===== src/rtl/barrett_precomp.sv =====
// Barrett setup stage: from modulus m computes m_bl and mu = floor(2^(2*m_bl)/m)
// with a one-bit-per-cycle restoring divider. Optional result cache: BARRETT_PRECOMP_CACHE_EN.
module barrett_precomp #(
    parameter int DATA_LENGTH = 64
) (
    input  logic                   clk_i,
    input  logic                   rst_i,
    input  logic                   in_valid_i,
    output logic                   in_ready_o,
    input  logic [DATA_LENGTH-1:0] m_i,
    output logic                   out_valid_o,
    input  logic                   out_ready_i,
    output logic [DATA_LENGTH-1:0] m_o,
    output logic [DATA_LENGTH-1:0] m_bl_o,
    output logic [DATA_LENGTH-1:0] mu_o,
    output logic                   err_o
);

    localparam int BL_W  = $clog2(DATA_LENGTH + 1);
    localparam int CNT_W = BL_W + 1;

    localparam logic [1:0] IDLE   = 2'd0;
    localparam logic [1:0] BITLEN = 2'd1;
    localparam logic [1:0] DIVIDE = 2'd2;
    localparam logic [1:0] DONE   = 2'd3;

    logic [1:0]             state;
    logic [BL_W-1:0]        bl_reg;
    logic [BL_W-1:0]        bit_len;
    logic [CNT_W-1:0]       cnt;
    logic [DATA_LENGTH:0]   rem;
    logic [DATA_LENGTH:0]   rem_shift;
    logic [DATA_LENGTH:0]   rem_sub;
    logic [DATA_LENGTH-1:0] quot;
    logic [DATA_LENGTH-1:0] quot_next;
    logic                   m_err;
    logic                   d_bit;
    logic                   q_bit;

`ifdef BARRETT_PRECOMP_CACHE_EN
    logic                   cache_valid;
    logic [DATA_LENGTH-1:0] cache_m;
    logic [DATA_LENGTH-1:0] cache_bl;
    logic [DATA_LENGTH-1:0] cache_mu;
    logic                   cache_hit;
`endif

    assign in_ready_o  = (state == IDLE);
    assign out_valid_o = (state == DONE);

    // m_o holds the accepted modulus, so it doubles as the working operand.
    always_comb begin
        bit_len = '0;
        for (int i = 0; i < DATA_LENGTH; i++) begin
            if (m_o[i]) begin
                bit_len = BL_W'(i + 1);
            end
        end
    end

    assign m_err     = (m_o == '0) || m_o[DATA_LENGTH-1];
    // The dividend 2^(2*m_bl) contributes its only set bit on the first step.
    assign d_bit     = (cnt == {bl_reg, 1'b0});
    assign rem_shift = {rem[DATA_LENGTH-1:0], d_bit};
    assign q_bit     = (rem_shift >= {1'b0, m_o});
    assign rem_sub   = rem_shift - {1'b0, m_o};
    assign quot_next = {quot[DATA_LENGTH-2:0], q_bit};

`ifdef BARRETT_PRECOMP_CACHE_EN
    assign cache_hit = cache_valid && (cache_m == m_o);
`endif

    always_ff @(posedge clk_i) begin
        if (rst_i) begin
            state  <= IDLE;
            m_o    <= '0;
            m_bl_o <= '0;
            mu_o   <= '0;
            err_o  <= 1'b0;
            bl_reg <= '0;
            cnt    <= '0;
            rem    <= '0;
            quot   <= '0;
`ifdef BARRETT_PRECOMP_CACHE_EN
            cache_valid <= 1'b0;
            cache_m     <= '0;
            cache_bl    <= '0;
            cache_mu    <= '0;
`endif
        end else begin
            case (state)
                IDLE: begin
                    if (in_valid_i) begin
                        m_o   <= m_i;
                        state <= BITLEN;
                    end
                end
                BITLEN: begin
                    if (m_err) begin
                        m_bl_o <= '0;
                        mu_o   <= '0;
                        err_o  <= 1'b1;
                        state  <= DONE;
`ifdef BARRETT_PRECOMP_CACHE_EN
                    end else if (cache_hit) begin
                        m_bl_o <= cache_bl;
                        mu_o   <= cache_mu;
                        err_o  <= 1'b0;
                        state  <= DONE;
`endif
                    end else begin
                        err_o  <= 1'b0;
                        bl_reg <= bit_len;
                        cnt    <= {bit_len, 1'b0};
                        rem    <= '0;
                        quot   <= '0;
                        state  <= DIVIDE;
                    end
                end
                DIVIDE: begin
                    rem  <= q_bit ? rem_sub : rem_shift;
                    quot <= quot_next;
                    if (cnt == '0) begin
                        m_bl_o <= DATA_LENGTH'(bl_reg);
                        mu_o   <= quot_next;
                        state  <= DONE;
`ifdef BARRETT_PRECOMP_CACHE_EN
                        cache_valid <= 1'b1;
                        cache_m     <= m_o;
                        cache_bl    <= DATA_LENGTH'(bl_reg);
                        cache_mu    <= quot_next;
`endif
                    end else begin
                        cnt <= cnt - 1'b1;
                    end
                end
                DONE: begin
                    if (out_ready_i) begin
                        state <= IDLE;
                    end
                end
                default: state <= IDLE;
            endcase
        end
    end

endmodule


===== config.mk =====
export PLATFORM = sky130hd
export DESIGN_NAME = barrett_precomp
export DESIGN_NICKNAME = d
export VERILOG_FILES = /design/src/rtl/barrett_precomp.sv
export SDC_FILE = /design/constraint.sdc
export NUM_CORES = 1
export LEC_CHECK = 0
export BUFFER_PORTS_ARGS = -buffer_cell sky130_fd_sc_hd__buf_2
export CAP_MARGIN = 0
export CORE_MARGIN = 5
export CORE_UTILIZATION = 38
export CTS_BUF_LIST = sky130_fd_sc_hd__clkbuf_8 sky130_fd_sc_hd__clkbuf_16
export CTS_CLUSTER_DIAMETER = 30
export CTS_CLUSTER_SIZE = 14
export DETAILED_ROUTE_END_ITERATION = 16
export PLACE_DENSITY = 0.56
export SLEW_MARGIN = 20
export SYNTH_ARGS = -nofsm -noshare
export SYNTH_HDL_FRONTEND = slang
export SYNTH_SLANG_ARGS = --single-unit

===== constraint.sdc =====
create_clock -name clk_i -period 5.3 [get_ports clk_i]
set_input_delay 0.53 -clock clk_i [delete_from_list [all_inputs] [get_ports clk_i]]
set_output_delay 0.53 -clock clk_i [all_outputs]
set_load 0.005 [all_outputs]

==> results by group <==
CTS
  • Cts repair resizes: 0
  • Insertion delay to the later sink of the worst-skew pair: between 0.5 and 0.6 ns
  • Clock buffer depth: 3
  • Hold Buf Count CTS: 0
  • Clock sink count: between 200 and 300
  • Clock-pin slew on the worst setup and hold paths: 0.06 ns
  • CTS H-Tree Depth: 3
  • Post-CTS Setup Bufs: 0
  • Num CTS Buffers: 66
  • Clock root cell: clkbuf_16
  • CTS tree: built

Route
  • Routed WL: 53700 µm
  • TritonRoute pass-1 iters: 6
  • DRC errors left: 0
  • Via-per-instance ratio: approximately 5.7
  • DR vias: around 15000
  • Initial DRC Count: roughly 1200
  • Routed length per placed instance: just over 20 µm
  • Antenna Nets Post-Route: 0

GRT
  • Remaining Overflow, GRT: 0
  • Total GRT Usage: 0.230
  • Vias in the first global route: approximately 14000
  • Initial antenna violation count: 1
  • First-pass GRT wire length: between 80000 and 90000 µm
  • Largest net degree at the start of global routing: 70

Floorplan
  • Io pins: between 200 and 300
  • Starting density of the core: 0.382
  • Row count: 74
  • Core footprint: 40600 µm²
  • Die width: 212 µm
  • Die Span Y: between 200 and 250 µm
  • Die Area: 44900 µm²

Place
  • Port bufs: between 200 and 250
  • GPL Wtd Cong: about 0.97
  • Dpl cell area: 16600 µm²
  • Dpl hpwl: about 38000 µm

Worst setup path
  • CP delay by family, top: compound AO/OA/AOI/OAI gates
  • Crit-path slowest cell: a21o_2
  • Worst setup SP type: register
  • Critical path class: register to register
  • Most frequent cell on the critical path: a21oi_1
  • Worst stage delay on the critical path: ~0.8 ns
  • Worst EP arrival: between 4 and 5 ns
  • Worst Setup End Kind: register
  • Bufs and invs on worst path: 2
  • Worst-path cell chain: inv_1 > ha_1 > a21oi_1 > nand2_1 > a221oi_1 > o21ai_0 > o21bai_2 > a21oi_4 > o211ai_2 > a21o_2 > buf_4 > a21oi_1 > o31ai_1
  • FF-to-FF setup slack: 0.96 ns
  • CP Max Fanout: 47
  • Critical path required time: between 5 and 6 ns

Finish
  • Layout cell share with drive strength beyond 1: 0.176
  • Largest regs: m_o (64), mu_o (64), rem (64)
  • Fin nets: between 2000 and 2500
  • Layout area overhead: 22.1%
  • Ant diodes: 0
  • Design area: 18900 µm²

Timing
  • Clock Skew: between 0.02 and 0.03 ns
  • Max transition margin: 0.357
  • Slew @ Worst Pin: 0.964 ns
  • Setup TNS Final: 0 ns
  • Final hold vios: 0
  • Final setup vio count: 0
  • Min Tclk post-route: ~4.3 ns
  • Fmax: roughly 0.23 GHz
  • Final critical-path share of the clock period: 0.818
  • RSZ-0062 raised after global routing: no
  • Max Slew Vio Count: 0

Power
  • Comb power frac: 0.299
  • Maximum VDD drop: 0.377 mV
  • Sequential Power Share: 0.257
  • Clock share of power: 0.444
  • Lkg Pwr: 0.00823 µW
  • Cell Int Power: around 6000 µW
  • Sw frac: 0.371
  • Net Sw Power: between 3000 and 4000 µW
  • PwrDens: just over 500 nW/µm²

Run status
  • Status: finished clean

Logic synthesis
  • Post-synthesis sequential area ratio: 0.362
  • FF+latch count, synth: between 200 and 300
  • Ys async rst share: 0
  • Distinct cells, synth: 83
  • Synth Flop Type: dfxtp_1
  • Cells after Synth: around 1900
  • YS warnings: 0
  • Synth Cell Area: 15500 µm²
  • Largest cells by area after synthesis: dfxtp_1, nand2_1, ha_1, a21oi_1, a22o_1
  • Top-count cell post-synth: dfxtp_1
  • Avg Cell Area, Syn: slightly above 8 µm²
  • Synth cell count leaders: dfxtp_1, nand2_1, a21oi_1
  • Post-synth top area share: 0.362
  • Synth area leader: dfxtp_1
  • Post-synth EDFFs: 0

Job
  • # Max-Cap Violations: 0

Worst hold path
  • Worst Hold Class: input port to register
==> metrics by stage <==
step,cells,power [µW],utilization,hold slack [ns],worst slack (ns)
global route,2663,10000,0.466,0.180,0.691
finish,2663,9540,0.466,0.176,0.963
floorplan,1960,4470,-,0.443,1.89
CTS,2663,9570,0.466,0.151,1.02
detailed placement,2541,5290,0.408,0.459,1.08
global placement,2541,5300,0.408,0.454,1.06
==> path summary, 6_finish.rpt <==
check | startpoint | cells past startpoint | endpoint
max | m_o[27] | 13 | rem[24]
min | m_i[1] | 3 | m_o[1]
max reg2reg | m_o[27] | 13 | rem[24]
min reg2reg | quot[62] | 1 | mu_o[63]
==> power by group through the flow <==
stage	sequential, µW	clock [µW]	combinational (µW)
3_3_place_gp	2480	0	2820
5_1_grt	2470	4430	3110
2_1_floorplan	2410	0	2060
6_report	2450	4230	2850
3_5_place_dp	2480	0	2810
4_1_cts	2450	4300	2830
==> placed cells by master, fill, tap and decap left out, types with 8 or more instances in the layout <==
cell / synthesis / routed
a22o_1: 71 / 71
nor3_1: 42 / 42
ha_1: 70 / 70
nand2_1: 268 / 267
buf_2: 13 / 204
mux2i_1: 9 / 9
xnor2_1: 29 / 29
inv_6: 0 / 10
and3_1: 12 / 12
nand2b_1: 9 / 8
clkbuf_16: 0 / 66
nor4_1: 24 / 24
a22oi_1: 65 / 65
o21ai_0: 56 / 56
a211oi_1: 12 / 12
dfxtp_1: 280 / 280
o211ai_1: 40 / 40
conb_1: 1 / 57
nor2_1: 128 / 127
inv_1: 89 / 98
o31ai_1: 30 / 30
nand4_1: 61 / 61
buf_4: 66 / 20
or3_1: 10 / 10
xor2_1: 24 / 24
nand3_1: 33 / 33
a21oi_1: 171 / 169
a21o_1: 34 / 33
o21a_1: 12 / 12
bufinv_16: 0 / 9
==> logic make-up after synthesis <==
kind of cell / share of synthesized area
and+or+nand+nor: 0.188
xor gates and xnor gates: 0.0300
buffers and inverters: 0.0892
adders and majority gates: 0.0578
other: 0.000242
DFF: 0.362
AOI/OAI and AO/OA: 0.267
muxes: 0.00582
==> final cells by class <==
| class | count | area, µm² |
|---|---|---|
| inverters | 89 | 334 |
| well taps | 532 | 666 |
| clock buffers | 70 | 1710 |
| fillers | 4058 | 21600 |
| multi-input cells | 1415 | 8760 |
| repair buffers | 225 | 1190 |
| clock inverters | 52 | 639 |
| flip-flops and latches | 280 | 5610 |
==> layer usage <==
| layer | vias to the layer above | GRT usage | share of wire |
|---|---|---|---|
| met5 | - | 0 | 0.00020 |
| met4 | 2 | 0.0880 | 0.031 |
| met3 | 104 | 0.0483 | 0.070 |
| met2 | 557 | 0.344 | 0.44 |
| met1 | 7244 | 0.325 | 0.45 |
| li1 | 7189 | - | - |
==> worst min-delay path: cells and delay by family <==
family | cells | cell delay, ns
simple gates | 1 | 0.05
buf+inv | 1 | 0.10
compound gates | 1 | 0.05
(Power assumes the default switching activity.)
